## src/rtl/perf_monitor_if.sv

```systemverilog
// Bus between the pipeline observation points and perf_monitor.
// The master side (pipeline or testbench) drives the event strobes, the
// tohost store bus and the readout select. The slave side (perf_monitor)
// returns the registered readout and the status flags.
interface perf_monitor_if;
  logic        clr;
  logic        retire_valid;
  logic        stall;
  logic        flush;
  logic        mem_we;
  logic [31:0] mem_addr;
  logic [31:0] mem_wdata;
  logic [2:0]  rd_sel;
  logic [31:0] rd_data;
  logic        done;
  logic        pass;
  logic        timeout;

  modport master (
    output clr, retire_valid, stall, flush, mem_we, mem_addr, mem_wdata, rd_sel,
    input  rd_data, done, pass, timeout
  );

  modport slave (
    input  clr, retire_valid, stall, flush, mem_we, mem_addr, mem_wdata, rd_sel,
    output rd_data, done, pass, timeout
  );
endinterface

```

## src/rtl/perf_monitor.sv

```systemverilog
// perf_monitor: cycle / retire / stall / flush counters for the pipeline,
// tohost end-of-test detection with result capture, a retirement watchdog
// and a single registered readout port.
// Optional build macro PERF_MON_CPI_EN adds a sequential restoring divider
// that computes CPI x 100 after the test ends (readout select 6).
module perf_monitor #(
  parameter int          CNT_W      = 32,
  parameter logic [31:0] DONE_ADDR  = 32'd100,
  parameter logic [31:0] PASS_VALUE = 32'd25,
  parameter int          WD_LIMIT   = 256
) (
  input  logic           clk,
  input  logic           rst,
  perf_monitor_if.slave  bus
);

  localparam int IDLE_W = $clog2(WD_LIMIT) + 1;

  typedef enum logic [1:0] {RUN, DONE, TIMEOUT} state_t;

  state_t             state;
  logic [CNT_W-1:0]   cycle_cnt;
  logic [CNT_W-1:0]   instret;
  logic [CNT_W-1:0]   stall_cnt;
  logic [CNT_W-1:0]   flush_cnt;
  logic [IDLE_W-1:0]  idle_cnt;
  logic [31:0]        result;
  logic               done_q;
  logic               pass_q;
  logic               timeout_q;
  logic [31:0]        rd_mux;
  logic [31:0]        rd_data_q;

  logic               run;
  logic               store_hit;
  logic               wd_expire;
  logic [CNT_W-1:0]   cycle_nxt;
  logic [CNT_W-1:0]   instret_nxt;

  // Saturating increment: counters stick at all-ones instead of wrapping.
  function automatic logic [CNT_W-1:0] sat_inc(input logic [CNT_W-1:0] v,
                                                input logic             en);
    if (en && (v != '1))
      return v + CNT_W'(1);
    return v;
  endfunction

  assign run         = (state == RUN);
  assign store_hit   = bus.mem_we && (bus.mem_addr == DONE_ADDR);
  assign wd_expire   = !bus.retire_valid && (idle_cnt == IDLE_W'(WD_LIMIT - 1));
  assign cycle_nxt   = sat_inc(cycle_cnt, 1'b1);
  assign instret_nxt = sat_inc(instret, bus.retire_valid);

  // FSM, event counters, watchdog and captured result; a done store beats watchdog expiry.
  always_ff @(posedge clk) begin
    if (!rst || bus.clr) begin
      state     <= RUN;
      cycle_cnt <= '0;
      instret   <= '0;
      stall_cnt <= '0;
      flush_cnt <= '0;
      idle_cnt  <= '0;
      result    <= '0;
      done_q    <= 1'b0;
      pass_q    <= 1'b0;
      timeout_q <= 1'b0;
    end else begin
      if (bus.retire_valid)
        idle_cnt <= '0;
      else if (run)
        idle_cnt <= idle_cnt + IDLE_W'(1);

      if (run) begin
        cycle_cnt <= cycle_nxt;
        instret   <= instret_nxt;
        stall_cnt <= sat_inc(stall_cnt, bus.stall);
        flush_cnt <= sat_inc(flush_cnt, bus.flush);
        if (store_hit) begin
          state  <= DONE;
          result <= bus.mem_wdata;
          done_q <= 1'b1;
          pass_q <= (bus.mem_wdata == PASS_VALUE);
        end else if (wd_expire) begin
          state     <= TIMEOUT;
          timeout_q <= 1'b1;
        end
      end
    end
  end

`ifdef PERF_MON_CPI_EN
  localparam int DW   = CNT_W + 7;
  localparam int DC_W = $clog2(DW + 1);

  // div_q holds the dividend shifting out of its top while quotient bits shift in at the bottom.
  logic [DW-1:0]    div_q;
  logic [CNT_W-1:0] div_rem;
  logic [CNT_W-1:0] div_den;
  logic [DC_W-1:0]  div_cnt;
  logic             div_busy;
  logic             div_ok;
  logic [CNT_W:0]   rem_sh;
  logic [CNT_W:0]   rem_diff;
  logic             step_bit;
  logic [CNT_W-1:0] step_rem;
  logic             unused_div;

  assign rem_sh     = {div_rem, div_q[DW-1]};
  assign rem_diff   = rem_sh - {1'b0, div_den};
  assign step_bit   = (rem_sh >= {1'b0, div_den});
  assign step_rem   = step_bit ? rem_diff[CNT_W-1:0] : rem_sh[CNT_W-1:0];
  assign unused_div = rem_diff[CNT_W];

  // Restoring divider, one quotient bit per cycle, started with the final counts on entering DONE.
  always_ff @(posedge clk) begin
    if (!rst || bus.clr) begin
      div_busy <= 1'b0;
      div_ok   <= 1'b0;
    end else if (run && store_hit) begin
      div_q    <= DW'(cycle_nxt) * DW'(100);
      div_rem  <= '0;
      div_den  <= instret_nxt;
      div_cnt  <= DC_W'(DW);
      div_busy <= (instret_nxt != '0);
      div_ok   <= 1'b0;
    end else if (div_busy) begin
      div_q   <= {div_q[DW-2:0], step_bit};
      div_rem <= step_rem;
      div_cnt <= div_cnt - DC_W'(1);
      if (div_cnt == DC_W'(1)) begin
        div_busy <= 1'b0;
        div_ok   <= 1'b1;
      end
    end
  end
`endif

  // Readout select over the pre-update state; counters are zero-extended or truncated to 32 bits.
  always_comb begin
    rd_mux = 32'h0;
    case (bus.rd_sel)
      3'd0: rd_mux = 32'(cycle_cnt);
      3'd1: rd_mux = 32'(instret);
      3'd2: rd_mux = 32'(stall_cnt);
      3'd3: rd_mux = 32'(flush_cnt);
      3'd4: rd_mux = result;
      3'd5: rd_mux = {29'b0, timeout_q, pass_q, done_q};
`ifdef PERF_MON_CPI_EN
      3'd6: rd_mux = div_ok ? 32'(div_q) : 32'hFFFF_FFFF;
`else
      3'd6: rd_mux = 32'h0;
`endif
      default: rd_mux = 32'h0;
    endcase
  end

  // Readout register: one cycle of latency, cleared only by reset.
  always_ff @(posedge clk) begin
    if (!rst)
      rd_data_q <= '0;
    else
      rd_data_q <= rd_mux;
  end

  assign bus.rd_data = rd_data_q;
  assign bus.done    = done_q;
  assign bus.pass    = pass_q;
  assign bus.timeout = timeout_q;

endmodule

```

## src/flat_wrapper.sv

```systemverilog
// flat-port wrapper written by rule: the top's interface ports become plain ports
module perf_monitor_flat 
#(
  parameter int          CNT_W      = 32,
  parameter logic [31:0] DONE_ADDR  = 32'd100,
  parameter logic [31:0] PASS_VALUE = 32'd25,
  parameter int          WD_LIMIT   = 256
)
  (clk, rst, bus_clr, bus_retire_valid, bus_stall, bus_flush, bus_mem_we, bus_mem_addr, bus_mem_wdata, bus_rd_sel, bus_rd_data, bus_done, bus_pass, bus_timeout);
  perf_monitor_if bus_i ();
  input  logic clk;
  input  logic rst;
  input wire logic [$bits(bus_i.clr)-1:0] bus_clr;
  input wire logic [$bits(bus_i.retire_valid)-1:0] bus_retire_valid;
  input wire logic [$bits(bus_i.stall)-1:0] bus_stall;
  input wire logic [$bits(bus_i.flush)-1:0] bus_flush;
  input wire logic [$bits(bus_i.mem_we)-1:0] bus_mem_we;
  input wire logic [$bits(bus_i.mem_addr)-1:0] bus_mem_addr;
  input wire logic [$bits(bus_i.mem_wdata)-1:0] bus_mem_wdata;
  input wire logic [$bits(bus_i.rd_sel)-1:0] bus_rd_sel;
  output wire logic [$bits(bus_i.rd_data)-1:0] bus_rd_data;
  output wire logic [$bits(bus_i.done)-1:0] bus_done;
  output wire logic [$bits(bus_i.pass)-1:0] bus_pass;
  output wire logic [$bits(bus_i.timeout)-1:0] bus_timeout;
  assign bus_i.clr = bus_clr;
  assign bus_i.retire_valid = bus_retire_valid;
  assign bus_i.stall = bus_stall;
  assign bus_i.flush = bus_flush;
  assign bus_i.mem_we = bus_mem_we;
  assign bus_i.mem_addr = bus_mem_addr;
  assign bus_i.mem_wdata = bus_mem_wdata;
  assign bus_i.rd_sel = bus_rd_sel;
  assign bus_rd_data = bus_i.rd_data;
  assign bus_done = bus_i.done;
  assign bus_pass = bus_i.pass;
  assign bus_timeout = bus_i.timeout;
  perf_monitor #(.CNT_W(CNT_W), .DONE_ADDR(DONE_ADDR), .PASS_VALUE(PASS_VALUE), .WD_LIMIT(WD_LIMIT)) u_core (.clk(clk), .rst(rst), .bus(bus_i));
endmodule
```

## config.mk

```make
export PLATFORM = sky130hd
export DESIGN_NAME = perf_monitor_flat
export DESIGN_NICKNAME = d
export VERILOG_FILES = /design/src/rtl/perf_monitor_if.sv /design/src/rtl/perf_monitor.sv /design/src/flat_wrapper.sv
export SDC_FILE = /design/constraint.sdc
export NUM_CORES = 1
export LEC_CHECK = 0
export BUFFER_PORTS_ARGS = -buffer_cell sky130_fd_sc_hd__buf_2
export CAP_MARGIN = 20
export CORE_MARGIN = 1.5
export CORE_UTILIZATION = 30
export DETAILED_ROUTE_END_ITERATION = 8
export GPL_TIMING_DRIVEN = 1
export REMOVE_ABC_BUFFERS = 1
export SLEW_MARGIN = 0
export SYNTH_ARGS = -nofsm -noshare
export SYNTH_HDL_FRONTEND = slang
export SYNTH_SLANG_ARGS = --single-unit
export TNS_END_PERCENT = 1
```

## constraint.sdc

```tcl
create_clock -name clk -period 6.9 [get_ports clk]
set_clock_uncertainty 0.15 [all_clocks]
set_input_delay 0.69 -clock clk [delete_from_list [all_inputs] [get_ports clk]]
set_output_delay 0.69 -clock clk [all_outputs]
set_load 0.05 [all_outputs]
```

* Word-level counts from Yosys, hierarchy flattened
Index checks and enable logic that the tools add are counted.
** Storage, ports and cells
- Bits in registers :: 206
- Bits in latches :: 0
- RAM bits :: 0
- Bits in read-only memories :: 0
- Input port bits :: 74
- Output and inout port bits :: 35
- Word-level logic and storage cells :: 63
- Memories :: 0
** Cells by class
- Add/sub/neg operators :: 5
- $mul :: 0
- Divide/modulo/power cells :: 0
- Magnitude comparators :: 0
- Eq/ne operators :: 12
- Shift operators :: 0
- Mux-type cells :: 15
- Bitwise operators :: 1
- Reductions and logical operators :: 19
** Operator list (number)
- case mux 32 bit (6 select lines) :: 1
- adder 32 x 1 -> 32 bit (second input constant) :: 4
- two-way mux 32 bit :: 4
- inequality test 32 bit (second input constant) :: 4
- == test 32 x 5 -> 1 bit (second input constant) :: 1
- == test 32 x 7 -> 1 bit (second input constant) :: 1
- AND reduction 2 bit :: 6
- adder 9 x 1 -> 9 bit (second input constant) :: 1
- == test 9 x 8 -> 1 bit (second input constant) :: 1
- two-way mux 1 bit :: 8
- == test 3 x 2 -> 1 bit (second input constant) :: 2
- == test 3 bit (second input constant) :: 2
- logical AND 1 bit :: 5
- two-way mux 2 bit :: 2
- == test 3 x 1 -> 1 bit (second input constant) :: 1
- zero test 3 bit :: 1
- AND reduction 3 bit :: 1
- zero test 1 bit :: 2
- zero test 2 bit :: 1
- nonzero test 2 bit :: 1
- OR reduction 2 bit :: 1
- logical OR 1 bit :: 1
- NOT 1 bit :: 1

* Depth between registers and ports, before layout
- Word-level depth :: 6
- Mapped depth :: 8

* Least setup slack after synthesis
OpenSTA, ideal clock, no wires.
- Path kind :: input to register
- Start point :: input bus_rd_sel[0]
- End point :: register u_core.rd_data_q[24] (netlist: u_core.bus.rd_data[24])
- Library setup time :: 0.128 ns
- Arrival time :: 2.283 ns
- Required time :: 6.622 ns
- Setup slack :: 4.339 ns
- Stages :: 5
- Path buffers :: 2
- Cell sequence :: clkbuf_1 > buf_1 > mux4_2 > a22oi_1 > nor2_1
** Between the ends
- Word-level cells in the longest chain between the ends :: 2
** RTL lines
- start, declared :: RTL line flat_wrapper.sv:20 : input wire logic [$bits(bus_i.rd_sel)-1:0] bus_rd_sel;
- == test 3 bit (tied with other cells) :: RTL line perf_monitor.sv:141 : case (bus.rd_sel)
- case mux 32 bit (6 select lines) * :: RTL line perf_monitor.sv:141
- end signal, assigned :: RTL line perf_monitor.sv:162 : rd_data_q <= rd_mux;
- end, declared :: RTL line perf_monitor.sv:32 : logic [31:0] rd_data_q;
Mark *: on every way between the ends. The rest lies on a longest branch, timed or not.
A chain may end at the register's enable or synchronous reset.

* Final worst setup path
- Start point :: register u_core.stall_cnt[7]
- End point :: register u_core.stall_cnt[23]
** Between the ends
- Word-level cells in the longest chain between the ends :: 6
** RTL lines
- start, declared :: RTL line perf_monitor.sv:24 : logic [CNT_W-1:0] stall_cnt;
- start signal, assigned :: RTL line perf_monitor.sv:76 : stall_cnt <= sat_inc(stall_cnt, bus.stall);
- parallel branches: the longest is 6 deep, another holds adder 32 x 1 -> 32 bit
Parallel ways; which one is timed is not known. The select of a mux whose other input is x is not followed.

==> reports/results.ini <==
[floorplan]
num_rows=67
io_pins=109
initial_core_util=0.305
dieArea_mm2=0.0352
core-area_mm2=0.0335
die_w_um=188
dieHeight_um=188

[drt]
dr.pass1.iters=7
drt_iter0_drc=617
drt-total-wl_um=29400
viasPerCell=5.50
ant_nets=0
via_count=9300
drc=0
wl_per_cell_um=17.4

[sta]
fmax_mhz=345
finalSetupTns_ps=0
hold_viol_final=0
tightest_slew_ps=996
rsz0062_at_grt=false
relSlewSlack=0.331
setup_viol=0
finalCriticalPeriod_ps=2900
slew_violations=0
fin_crit_sh=0.421

[critical_path]
crit_top_cell=or4_1
reg2reg_from=u_core.stall_cnt[7]
path_cells=and4_1, nand4_1, or4_1, or4_1, a21oi_1
slowest_delay_ps=760
worstSetupPathDepth=5
worst_setup_path_end_kind=flop
worstPathArrival_ps=3190
criticalPathCategory=flop to flop
worstSetupStartpointType=flop
critical_path.endpoint=u_core.stall_cnt[23]
cpMaxStageDelayCell=or4_1
r2r-end=u_core.stall_cnt[23]
path_max_fanout=11
crit_buf_inv=0
cp-startpoint=u_core.stall_cnt[7]
rr_worst_depth=5
r2r_setup_slack_ps=4000
critPathTopFamily=simple AND/OR/NAND/NOR gates
cp.required_ps=7190

[power]
irDropWorstVdd_v=0.000161
power_frac_comb=0.037
netSwitchingFraction=0.214
seqPwrFrac=0.446
p_sw_mw=0.574
p_clk_frac=0.517
power-per-cell-area_mw_per_mm2=223
internal_power_mw=2.10
static-leakage-power_nw=3.79

[logic_synthesis]
synth_cells=1145
syn_area_mm2=0.0102
ys_seq_area_frac=0.404
ys_async_sr_fraction=0
yosys_warnings=0
ys.flop_type=dfxtp_1
synth_seq_cells=206
ys_types=68
synth_enable_flop_cells=0
synth.avg_cell_area_um2=8.92

[global_routing]
grt.total_usage=0.164
grt_pass1_wl_um=46900
grt_max_degree=75
antenna_found_initial=2
overflow=0
grt_pass1_vias=8634

[clock_tree]
cts_num_sinks=206
cts-resized-gates=0
htree_num_levels=1
clockBufferDepth=3
clkTransAtPathRegs_ps=60
post_cts_buffers=0
cts_buffers=23
cts_tree=done
insertion_delay_ps=510
clk_root_buffer_cell=clkbuf_16
postCtsHoldBufs=0

[placement]
dpl.hpwl_um=21200
globalplace.congestion=0.820
portBuffers=108
placed_area_mm2=0.0111
numPlacedInstances=1648

[final_layout]
fin_cells=1691
drive_gt1_frac=0.180
layout_commonest_cell=dfxtp_1
synthToLayoutAreaGrowth_pct=17.7
nets=1306
final_cell_mix=206 x dfxtp_1, 128 x nor2_1, 108 x buf_2
postLayoutCellArea_mm2=0.0120

[outcome]
status=finished clean

[worst_hold_path]
hold_class=input port to flop

[run]
drv_cap=0

## routing by layer
metal  vias to the layer above  GRT usage  part of all wire
li1                       4465          -                 -
met1                      4501      0.224              0.46
met2                       291      0.271              0.46
met3                        41     0.0234             0.064
met4                         2     0.0455             0.022
met5                         -          0           0.00058
## cell usage after synthesis (28+ instances only)
library cell / count / area, µm²
a21oi_1: 75 / 375
a22oi_1: 32 / 240
clkbuf_1: 49 / 184
dfxtp_1: 206 / 4120
mux2i_1: 44 / 440
mux4_2: 28 / 631
nand2_1: 78 / 293
nand3_1: 48 / 240
nand4_1: 37 / 231
nor2_1: 128 / 480
nor4_1: 31 / 194
o21ai_0: 50 / 250
or3_1: 50 / 313
or4_1: 33 / 248
## through the flow
step | power [mW] | hold slack (ps) | setup slack (ps) | utilization
2_1_floorplan | 1.26 | 295 | 196 | -
3_3_place_gp | 1.32 | 308 | 3860 | 0.333
3_5_place_dp | 1.32 | 321 | 3850 | 0.333
4_1_cts | 2.70 | 274 | 4000 | 0.358
5_1_grt | 2.76 | 294 | 3790 | 0.358
6_report | 2.68 | 291 | 4000 | 0.358
## state kept, by name, summed over array words and instances (netlist names)
name / cells
u_core.instret: 32
u_core.bus.rd_data: 32
u_core.result: 32
u_core.flush_cnt: 32
u_core.bus.timeout: 1
u_core.state: 2
u_core.bus.done: 1
u_core.bus.pass: 1
u_core.cycle_cnt: 32
u_core.stall_cnt: 32
u_core.idle_cnt: 9
## worst min-delay path: cells and delay by family
kind                   cells  cell delay [ps]
multiplexers               1               60
buffers and inverters      1               90
AND/OR/NAND/NOR            1               70
## worst min-delay path by stage
stage | depth (start not counted) | slack, ps | from | end
4_1_cts | 3 | 270 | bus_mem_wdata[27] | u_core.result[27]
6_report | 3 | 290 | bus_mem_wdata[15] | u_core.result[15]
2_1_floorplan | 2 | 290 | u_core.instret[15] | u_core.instret[15]
3_5_place_dp | 2 | 320 | u_core.instret[15] | u_core.instret[15]
5_1_grt | 3 | 290 | bus_mem_wdata[15] | u_core.result[15]
3_3_place_gp | 2 | 310 | u_core.instret[15] | u_core.instret[15]
## cells by family after synthesis
| group | Yosys count | share of synthesized area |
|---|---|---|
| mux | 76 | 0.111 |
| buf+inv | 89 | 0.0376 |
| fa+ha+maj | 6 | 0.00735 |
| compound gates | 243 | 0.154 |
| flops | 206 | 0.404 |
| simple gates | 489 | 0.255 |
| xor+xnor | 36 | 0.0309 |
## final cells by class
type,count,area (µm²)
fill,3488,21500
multi-input combinational,850,5740
sequential,206,4120
timing repair buffer,123,661
clock buffer,30,642
tap,448,561
clock inverter,11,210
inverter,22,82.6
antenna,1,2.50
## power groups by stage
stage	combinational, mW	clock (mW)	sequential [mW]
after CTS	0.0981	1.41	1.19
after global routing	0.107	1.46	1.19
after detailed placement	0.0978	0	1.22
after global placement	0.0975	0	1.22
final	0.0986	1.38	1.19
after floorplan	0.0401	0	1.22
(Power assumes the default switching activity.)
